File: src/rtl/fir_pkg.sv
// fir_pkg: shared constants, state type and round/saturate helper for fir_serial_mac
package fir_pkg;

    typedef enum logic [1:0] {COLLECT, MAC, OUT} state_t;

    localparam logic [15:0] DEFAULT_COEF [16] = '{
        16'hFFF8, 16'hFFF0, 16'h0020, 16'h0060, 16'hFF40, 16'hFEC0, 16'h0280, 16'h0800,
        16'h0800, 16'h0280, 16'hFEC0, 16'hFF40, 16'h0060, 16'h0020, 16'hFFF0, 16'hFFF8
    };

    localparam int RS_W = 64;

    typedef struct packed {
        logic            sat;
        logic [RS_W-1:0] val;
    } rs_t;

    // Round half up (add 2^(shift-1), arithmetic shift), then clamp to a signed data_w range.
    function automatic rs_t round_sat(input logic signed [RS_W-1:0] acc, input int shift, input int data_w);
        logic signed [RS_W-1:0] r;
        logic signed [RS_W-1:0] hi;
        logic signed [RS_W-1:0] lo;
        rs_t o;
        r     = (acc + (64'sd1 <<< (shift - 1))) >>> shift;
        hi    = (64'sd1 <<< (data_w - 1)) - 64'sd1;
        lo    = -(64'sd1 <<< (data_w - 1));
        o.sat = (r > hi) || (r < lo);
        o.val = (r > hi) ? hi : (r < lo) ? lo : r;
        return o;
    endfunction

endpackage

File: src/rtl/fir_mac_unit.sv
// fir_mac_unit: full-precision signed multiply-accumulate with rounded, saturated readout
module fir_mac_unit #(
    parameter int DATA_W = 8,
    parameter int COEF_W = 16,
    parameter int ACC_W  = 28,
    parameter int SHIFT  = 12
) (
    input  logic              clk,
    input  logic              reset,
    input  logic              clr,
    input  logic              en,
    input  logic [DATA_W-1:0] a,
    input  logic [COEF_W-1:0] b,
    output logic [DATA_W-1:0] y_rs,
    output logic              sat_rs
);
    import fir_pkg::*;

    localparam int PW = DATA_W + COEF_W;

    logic signed [ACC_W-1:0] acc;
    logic signed [PW-1:0]    prod;
    rs_t                     rs;
    logic                    unused_rs;

    assign prod      = PW'($signed(a)) * PW'($signed(b));
    assign rs        = round_sat(RS_W'(acc), SHIFT, DATA_W);
    assign y_rs      = rs.val[DATA_W-1:0];
    assign sat_rs    = rs.sat;
    assign unused_rs = ^rs.val[RS_W-1:DATA_W];

    // Accumulator: cleared when a new sample lands, one product added per MAC cycle.
    always_ff @(posedge clk or posedge reset) begin
        if (reset) acc <= '0;
        else if (clr) acc <= '0;
        else if (en) acc <= acc + ACC_W'(prod);
    end

endmodule

File: src/rtl/fir_serial_mac.sv
// fir_serial_mac: beat-serial input, one MAC per cycle programmable FIR with rounded saturated output
module fir_serial_mac #(
    parameter int DATA_W = 8,
    parameter int HALF_W = 4,
    parameter int TAPS   = 16,
    parameter int COEF_W = 16,
    parameter int SHIFT  = 12
) (
    input  logic                    clk,
    input  logic                    reset,
    input  logic [HALF_W-1:0]       x_half,
    input  logic                    x_valid,
    output logic                    x_ready,
    input  logic                    coef_we,
    input  logic [$clog2(TAPS)-1:0] coef_addr,
    input  logic [COEF_W-1:0]       coef_data,
    output logic                    coef_ready,
    output logic                    y_valid,
    output logic [DATA_W-1:0]       y,
    output logic                    y_sat
);
    import fir_pkg::*;

    localparam int NBEAT = DATA_W / HALF_W;
    localparam int AW    = $clog2(TAPS);
    localparam int BW    = (NBEAT > 1) ? $clog2(NBEAT) : 1;
    localparam int ACC_W = DATA_W + COEF_W + $clog2(TAPS);

    state_t            state;
    logic [BW-1:0]     cnt;
    logic [AW-1:0]     i;
    logic [DATA_W-1:0] asm_r;
    logic [DATA_W-1:0] smp;
    logic [DATA_W-1:0] h [TAPS];
    logic [COEF_W-1:0] c [TAPS];
    logic              take;
    logic              last;
    logic [DATA_W-1:0] y_rs;
    logic              sat_rs;

    function automatic logic [COEF_W-1:0] def_coef(input int k);
        return (TAPS == 16) ? COEF_W'($signed(DEFAULT_COEF[k % 16])) : '0;
    endfunction

    assign x_ready    = state == COLLECT;
    assign coef_ready = state == COLLECT;
    assign take       = x_valid && x_ready;
    assign last       = take && cnt == BW'(NBEAT - 1);

    // The final beat goes straight into the history without a trip through the assembly register.
    always_comb begin
        smp = asm_r;
        smp[HALF_W*(NBEAT-1) +: HALF_W] = x_half;
    end

    // Beat assembly, history shift and tap sequencing.
    always_ff @(posedge clk or posedge reset) begin
        if (reset) begin
            state <= COLLECT;
            cnt   <= '0;
            i     <= '0;
            asm_r <= '0;
            for (int k = 0; k < TAPS; k++) h[k] <= '0;
        end else begin
            unique case (state)
                COLLECT: if (take) begin
                    asm_r[HALF_W*cnt +: HALF_W] <= x_half;
                    cnt <= last ? '0 : cnt + 1'b1;
                    if (last) begin
                        h[0] <= smp;
                        for (int k = 1; k < TAPS; k++) h[k] <= h[k-1];
                        i     <= '0;
                        state <= MAC;
                    end
                end
                MAC: begin
                    i <= i + 1'b1;
                    if (i == AW'(TAPS - 1)) state <= OUT;
                end
                OUT:     state <= COLLECT;
                default: state <= COLLECT;
            endcase
        end
    end

    // Coefficient bank: writable only while collecting, so a running MAC never sees a change.
    always_ff @(posedge clk or posedge reset) begin
        if (reset) begin
            for (int k = 0; k < TAPS; k++) c[k] <= def_coef(k);
        end else if (coef_we && coef_ready && 32'(coef_addr) < TAPS) begin
            c[coef_addr] <= coef_data;
        end
    end

    // Result register and its one-cycle strobe.
    always_ff @(posedge clk or posedge reset) begin
        if (reset) begin
            y       <= '0;
            y_sat   <= 1'b0;
            y_valid <= 1'b0;
        end else begin
            y_valid <= state == OUT;
            if (state == OUT) begin
                y     <= y_rs;
                y_sat <= sat_rs;
            end
        end
    end

    fir_mac_unit #(
        .DATA_W(DATA_W),
        .COEF_W(COEF_W),
        .ACC_W (ACC_W),
        .SHIFT (SHIFT)
    ) u_mac (
        .clk   (clk),
        .reset (reset),
        .clr   (last),
        .en    (state == MAC),
        .a     (h[i]),
        .b     (c[i]),
        .y_rs  (y_rs),
        .sat_rs(sat_rs)
    );

endmodule

File: config.mk
export PLATFORM = sky130hd
export DESIGN_NAME = fir_serial_mac
export DESIGN_NICKNAME = d
export VERILOG_FILES = /design/src/rtl/fir_pkg.sv /design/src/rtl/fir_mac_unit.sv /design/src/rtl/fir_serial_mac.sv
export SDC_FILE = /design/constraint.sdc
export NUM_CORES = 1
export LEC_CHECK = 0
export ABC_CLOCK_PERIOD_IN_PS = 19300
export CORE_MARGIN = 2
export CORE_UTILIZATION = 60
export CTS_CLUSTER_SIZE = 30
export DETAILED_ROUTE_END_ITERATION = 10
export GPL_TIMING_DRIVEN = 0
export PLACE_DENSITY = 0.8
export RECOVER_POWER = 50
export SLEW_MARGIN = 20
export SYNTH_ARGS = -nofsm -noshare
export SYNTH_HDL_FRONTEND = slang
export SYNTH_SLANG_ARGS = --single-unit
File: constraint.sdc
create_clock -name clk -period 19.3 [get_ports clk]
set_input_delay 3.86 -clock clk [delete_from_list [all_inputs] [get_ports clk]]
set_output_delay 3.86 -clock clk [all_outputs]
set_load 0.1 [all_outputs]
* Word-level counts from Yosys, hierarchy flattened
Cells that the tools add are included.
** Storage, ports and cells
- Register bits :: 437
- Output and inout port bits :: 12
** Cells by class
- Add/sub/neg operators :: 5
- Multipliers :: 1
- Order comparisons :: 5
- Eq/ne operators :: 6
- Shift-type cells :: 2
- Multiplexer cells :: 22
- Bitwise logic cells :: 2
- Reduce and logical (&&, ||, !) cells :: 12
** Operators with widths (number)
- 256-bit bitwise mux :: 1
- 16-bit binary-select mux with 4-bit select :: 1
- 16-bit demux with 4-bit select :: 1
- 28-bit two-way mux :: 2
- 16-bit two-way mux :: 3
- 3-bit negation with 34-bit output :: 1
- 4-bit by 34-bit variable shift with 8-bit output (first input constant) :: 1
- 4-bit by 34-bit variable part select with 8-bit output :: 1
- 8-bit binary-select mux with 4-bit select :: 1
- 8-bit two-way mux :: 4
- 28-bit by 13-bit adder with 29-bit output (second input constant) :: 1
- 28-bit by 24-bit adder with 28-bit output :: 1
- 8-bit by 16-bit multiplier with 24-bit output :: 1
- 17-bit by 8-bit greater-than comparator with 1-bit output (second input constant) :: 1
- 17-bit by 8-bit < comparator with 1-bit output (second input constant) :: 1
- 5-bit greater-or-equal comparator (second input constant) :: 2
- 4-bit NOT with 5-bit output :: 2
- 3-bit AND reduction :: 3
- 8-bit bitwise mux :: 1
- 4-bit two-way mux :: 2
- 4-bit one-hot mux with 2 select lines :: 1
- 2-bit two-way mux :: 3
- 5-bit by 1-bit < comparator with 1-bit output (second input constant) :: 1
- 4-bit by 1-bit adder with 4-bit output (second input constant) :: 1
- other kinds (13) :: 18

* Depth between registers and ports, before layout
- Depth after elaboration :: 8
- Mapped depth :: 26

* Modules after synthesis
Synthesis repeated with hierarchy kept, for this count alone.
** Unflattened totals
- Cells, all modules :: 1972
- Area total of the unflattened synthesis :: 25735.9 um2
** By module, submodules not included
- fir_serial_mac :: instances 1, cells each 1217, area each 18477.7 um2, seq. area each 10257.3 um2
- fir_mac_unit :: instances 1, cells each 755, area each 7258.2 um2, seq. area each 700.7 um2

* Worst setup path before layout
Ideal clock, no wire load.
- Path type :: register -> register
- Start point :: reg i[0]
- End point :: reg u_mac.acc[18]
- Data arrival time :: 6358 ps
- Setup slack :: 12820 ps
- Cell stages (with the launch flop) :: 24
- Path buffers :: 4
- Clock period less this slack :: 6480 ps
- Path through :: dfrtp_1 > buf_6 > buf_6 > buf_6 > mux4_2 > mux2i_1 > nor2_1 > a21oi_2 > buf_2 > nor2_1 > fa_1 > inv_1 > fa_1 > inv_1 > fa_1 > fa_1 > fa_1 > ha_1 > a21o_1 > a2111oi_4 > nor3_2 > a2111oi_4 > a22oi_1 > a32o_1
** Between the ends
- Cells in the longest elaborated chain, start to end :: 8
- Elaborated cells between the ends (all ways) :: 11
- Those cells by class :: add/sub (1); mul (1); mux (8); bitwise (1)
** Ends and longest elaborated chain
- from (decl) :: RTL line fir_serial_mac.sv:31 : logic [AW-1:0] i;
- from (signal assigned) :: RTL line fir_serial_mac.sv:77 : i <= i + 1'b1;
- 4-bit NOT with 5-bit output (not written as such) * :: RTL line fir_serial_mac.sv:120, fir_serial_mac.sv:121
- 8-bit binary-select mux with 4-bit select or 16-bit binary-select mux with 4-bit select (tied branches) :: RTL line fir_serial_mac.sv:120, fir_serial_mac.sv:121
- 8-bit two-way mux (not written as such) or 16-bit two-way mux (tied branches) (2 in series) :: RTL line fir_serial_mac.sv:120, fir_serial_mac.sv:121
- 8-bit by 16-bit multiplier with 24-bit output * :: RTL line fir_mac_unit.sv:26 : assign prod = PW'($signed(a)) * PW'($signed(b));
- 28-bit by 24-bit adder with 28-bit output * :: RTL line fir_mac_unit.sv:36 : else if (en) acc <= acc + ACC_W'(prod);
- 28-bit two-way mux * :: RTL line fir_mac_unit.sv:36
- 28-bit two-way mux * :: RTL line fir_mac_unit.sv:35 : else if (clr) acc <= '0;
- to (signal assigned) :: RTL line fir_mac_unit.sv:36
- to (decl) :: RTL line fir_mac_unit.sv:21 : logic signed [ACC_W-1:0] acc;
Mark *: on every way between the ends. The rest lies on a longest branch, timed or not. The select of a mux whose other input is x is not followed.
A chain may end at the register's enable or synchronous reset.

==> metrics.md <==
| Metric | Value |
|---|---|
| Critical Path Fanout Max | `roughly 120` |
| Asr flop ratio synth | `1.00` |
| Worst path required time | `around 19 ns` |
| Vias per inst | `just over 6` |
| CP Capture Type | `async pin` |
| Actual slew at the worst max-slew pin | `5.99 ns` |
| Tcrit/Tclk final | `0.571` |
| Initial core utilization | `0.609` |
| Max-slew headroom | `-3.00` |
| Drt drc | `0` |
| Grt total ovfl | `0` |
| H-tree Lvls | `2` |
| CTS Buf Count | `45` |
| Crit Path Category | `in -> async` |
| First-pass GRT wire length | `100000 um` |
| Min Tclk post-route | `11.02 ns` |
| Routability cong. | `a little over 0.9` |
| P&R area growth vs syn | `10.1%` |
| Core Rows | `75` |
| CTS tree | `built` |
| # fillers | `2971` |
| Most common cell in the netlist | `nand2_1` |
| Final Net Count | `2495` |
| PostCTS Resize Cnt | `0` |
| Final count of pins violating max slew | `357` |
| Postcts setup bufs | `0` |
| Share of layout cells above drive strength 1 | `0.274` |
| Synth Register Bits | `around 430` |
| Hold Buf Count CTS | `0` |
| Port Buffer Count | `37` |
| Synth warn | `0` |
| Die area | `44300 sq um` |
| Final Util | `0.670` |
| Crit path DAT | `~10 ns` |
| Final setup violation count | `0` |
| Failing checks | `capacitance limit, slew limit` |
| Area contributors post-synth | `dfrtp_1 33%, mux2_2 12%, fa_1 11%` |
| Vias in the first global route | `about 18000` |
| Final Hold Vio Count | `0` |
| Status | `complete, but fails checks` |
| Final wirelength | `~63000 um` |
| Distinct cells, synth | `63` |
| Max Clk Rate | `90.7 MHz` |
| Num ports | `40` |
| RSZ-0062 raised after global routing | `false` |
| Die Y | `211 um` |
| Initial antenna violation count | `1` |
| Vias post-DR | `17308` |
| Area fraction of the dominant cell type after synthesis | `0.328` |
| Reg clk slew, reported paths | `about 0.060 ns` |
| Synth cell count leaders | `456 x nand2_1, 335 x dfrtp_1, 283 x mux2_2` |
| 1st-iter DRT viols | `1440` |
| Worst-skew pair later-pin latency | `0.59 ns` |
| Die width | `approximately 210 um` |
| Post-synth EDFFs | `0` |
| Mean area per synthesized cell | `11.8 sq um` |
| Cell taking the most area after synthesis | `dfrtp_1` |
| Clock buffer depth | `3` |
| Root Driver | `clkbuf_16` |
| Critical path launch point type | `primary input` |
| Seq/Total Area, Yosys | `0.428` |
| Hold crit path type | `reg -> reg` |
| Post-DP HPWL | `45200 um` |
| Core area | `42000 sq um` |
| Largest net degree at the start of global routing | `118` |
| Synth Cell Area | `25600 sq um` |
| Worst Clk Skew | `0.0197 ns` |
| Ys flop type | `dfrtp_1` |
| WL per Instance | `about 22 um` |
| Gate Count Post-Synth | `2171` |
| Max-Cap Viols | `4` |
| TritonRoute pass-1 iters | `5` |
| Clock sinks | `around 430` |
| Routed Antenna Nets | `0` |
| GRT Util Overall | `0.293` |
| Syn_nets | `2407` |
## flip-flops by register name, indices dropped and copies added (netlist names)
name,cells
asm_r,4
u_mac.acc,28
h,128
y_valid,1
y,8
c,256
cnt,1
i,4
y_sat,1
state,2
## metrics by stage
step / hold WS [ns] / setup TNS, ns / cell area, sq um / setup WS, ns / instances
after floorplan: 0.435 / 0 / 25600 / 3.54 / 2171
after global placement: 0.452 / -252.77 / 26600 / -0.799 / 2747
after detailed placement: 0.462 / 0 / 26800 / 11.43 / 2751
after CTS: 0.482 / 0 / 28300 / 11.40 / 2835
after global routing: 0.503 / 0 / 28200 / 6.83 / 2836
final: 0.479 / 0 / 28200 / 8.28 / 2836
## cell usage in the layout, fill, tap and decap left out, drive strengths merged, types with 5 or more instances in the layout
master	Yosys	routed
dfstp	98	98
clkbuf	70	140
nor3b	8	8
a311oi	5	5
mux4	96	96
o21ai	32	32
fa	144	144
nand2	459	459
dfrtp	335	335
a21o	9	9
a21oi	36	36
xnor2	19	19
clkinv	0	8
nand3	30	30
nand2b	25	25
buf	51	51
inv	120	124
clkdlybuf4s50	0	34
a211oi	7	7
and3	9	9
xor2	8	8
o211ai	7	7
mux2	283	283
a211o	5	5
ha	64	64
nor2	123	123
nand4	6	6
and2	7	7
o31ai	6	6
nor3	13	13
nor2b	18	18
mux2i	27	27
a31oi	7	7
## final cells by class
class                      instances  area [sq um]  share of cell area
antenna                            1          2.50           0.0000888
sequential                       433         11000               0.389
timing repair buffer              41           409              0.0145
tap                              539           674              0.0239
clock buffer                      66          1270              0.0452
buffer                           121           567              0.0201
inverter                         120           452              0.0160
clock inverter                    18           223             0.00790
multi-input combinational       1497         13600               0.483
## routing by layer
layer | vias to the layer above | global-route usage | share of wire
li1 | 7537 | - | -
met1 | 8960 | 0.378 | 0.39
met2 | 661 | 0.493 | 0.50
met3 | 150 | 0.0548 | 0.067
met4 | 0 | 0.122 | 0.042
met5 | - | 0 | 0
## worst paths after layout
path	from	endpoint	slack, ns	cells past startpoint
max	reset	c[163]$_DFFE_PP0P_	8.28	3
min	asm_r[2]$_DFFE_PP0P_	h[122]$_DFFE_PP0P_	0.48	2
max reg2reg	i[2]$_DFFE_PP0P_	u_mac.acc[23]$_DFFE_PP0P_	11.25	21
min reg2reg	asm_r[2]$_DFFE_PP0P_	h[122]$_DFFE_PP0P_	0.48	2
max in group clk	i[2]$_DFFE_PP0P_	u_mac.acc[23]$_DFFE_PP0P_	11.25	21
min in group asynchronous	reset	h[77]$_DFFE_PP0P_	4.43	2
## logic make-up (layout without fill, tap and decap cells)
logic type | count (synthesis) | after routing | synth area share
AOI/OAI and AO/OA | 145 | 145 | 0.0415
muxes | 406 | 406 | 0.220
other | 0 | 1 | 0
and+or+nand+nor | 710 | 710 | 0.117
adders and majority gates | 208 | 208 | 0.144
DFF | 433 | 433 | 0.428
xor gates and xnor gates | 28 | 28 | 0.0101
buffers and inverters | 241 | 366 | 0.0397
## critical path: stages
cell and delay [ns]:
dlygate4sd3_1 0.54, clkinvlp_2 1.42, clkbuf_1 4.27
Power is not shown: default switching activity piles up to over one toggle a cycle in this logic, so the estimate is an artifact.
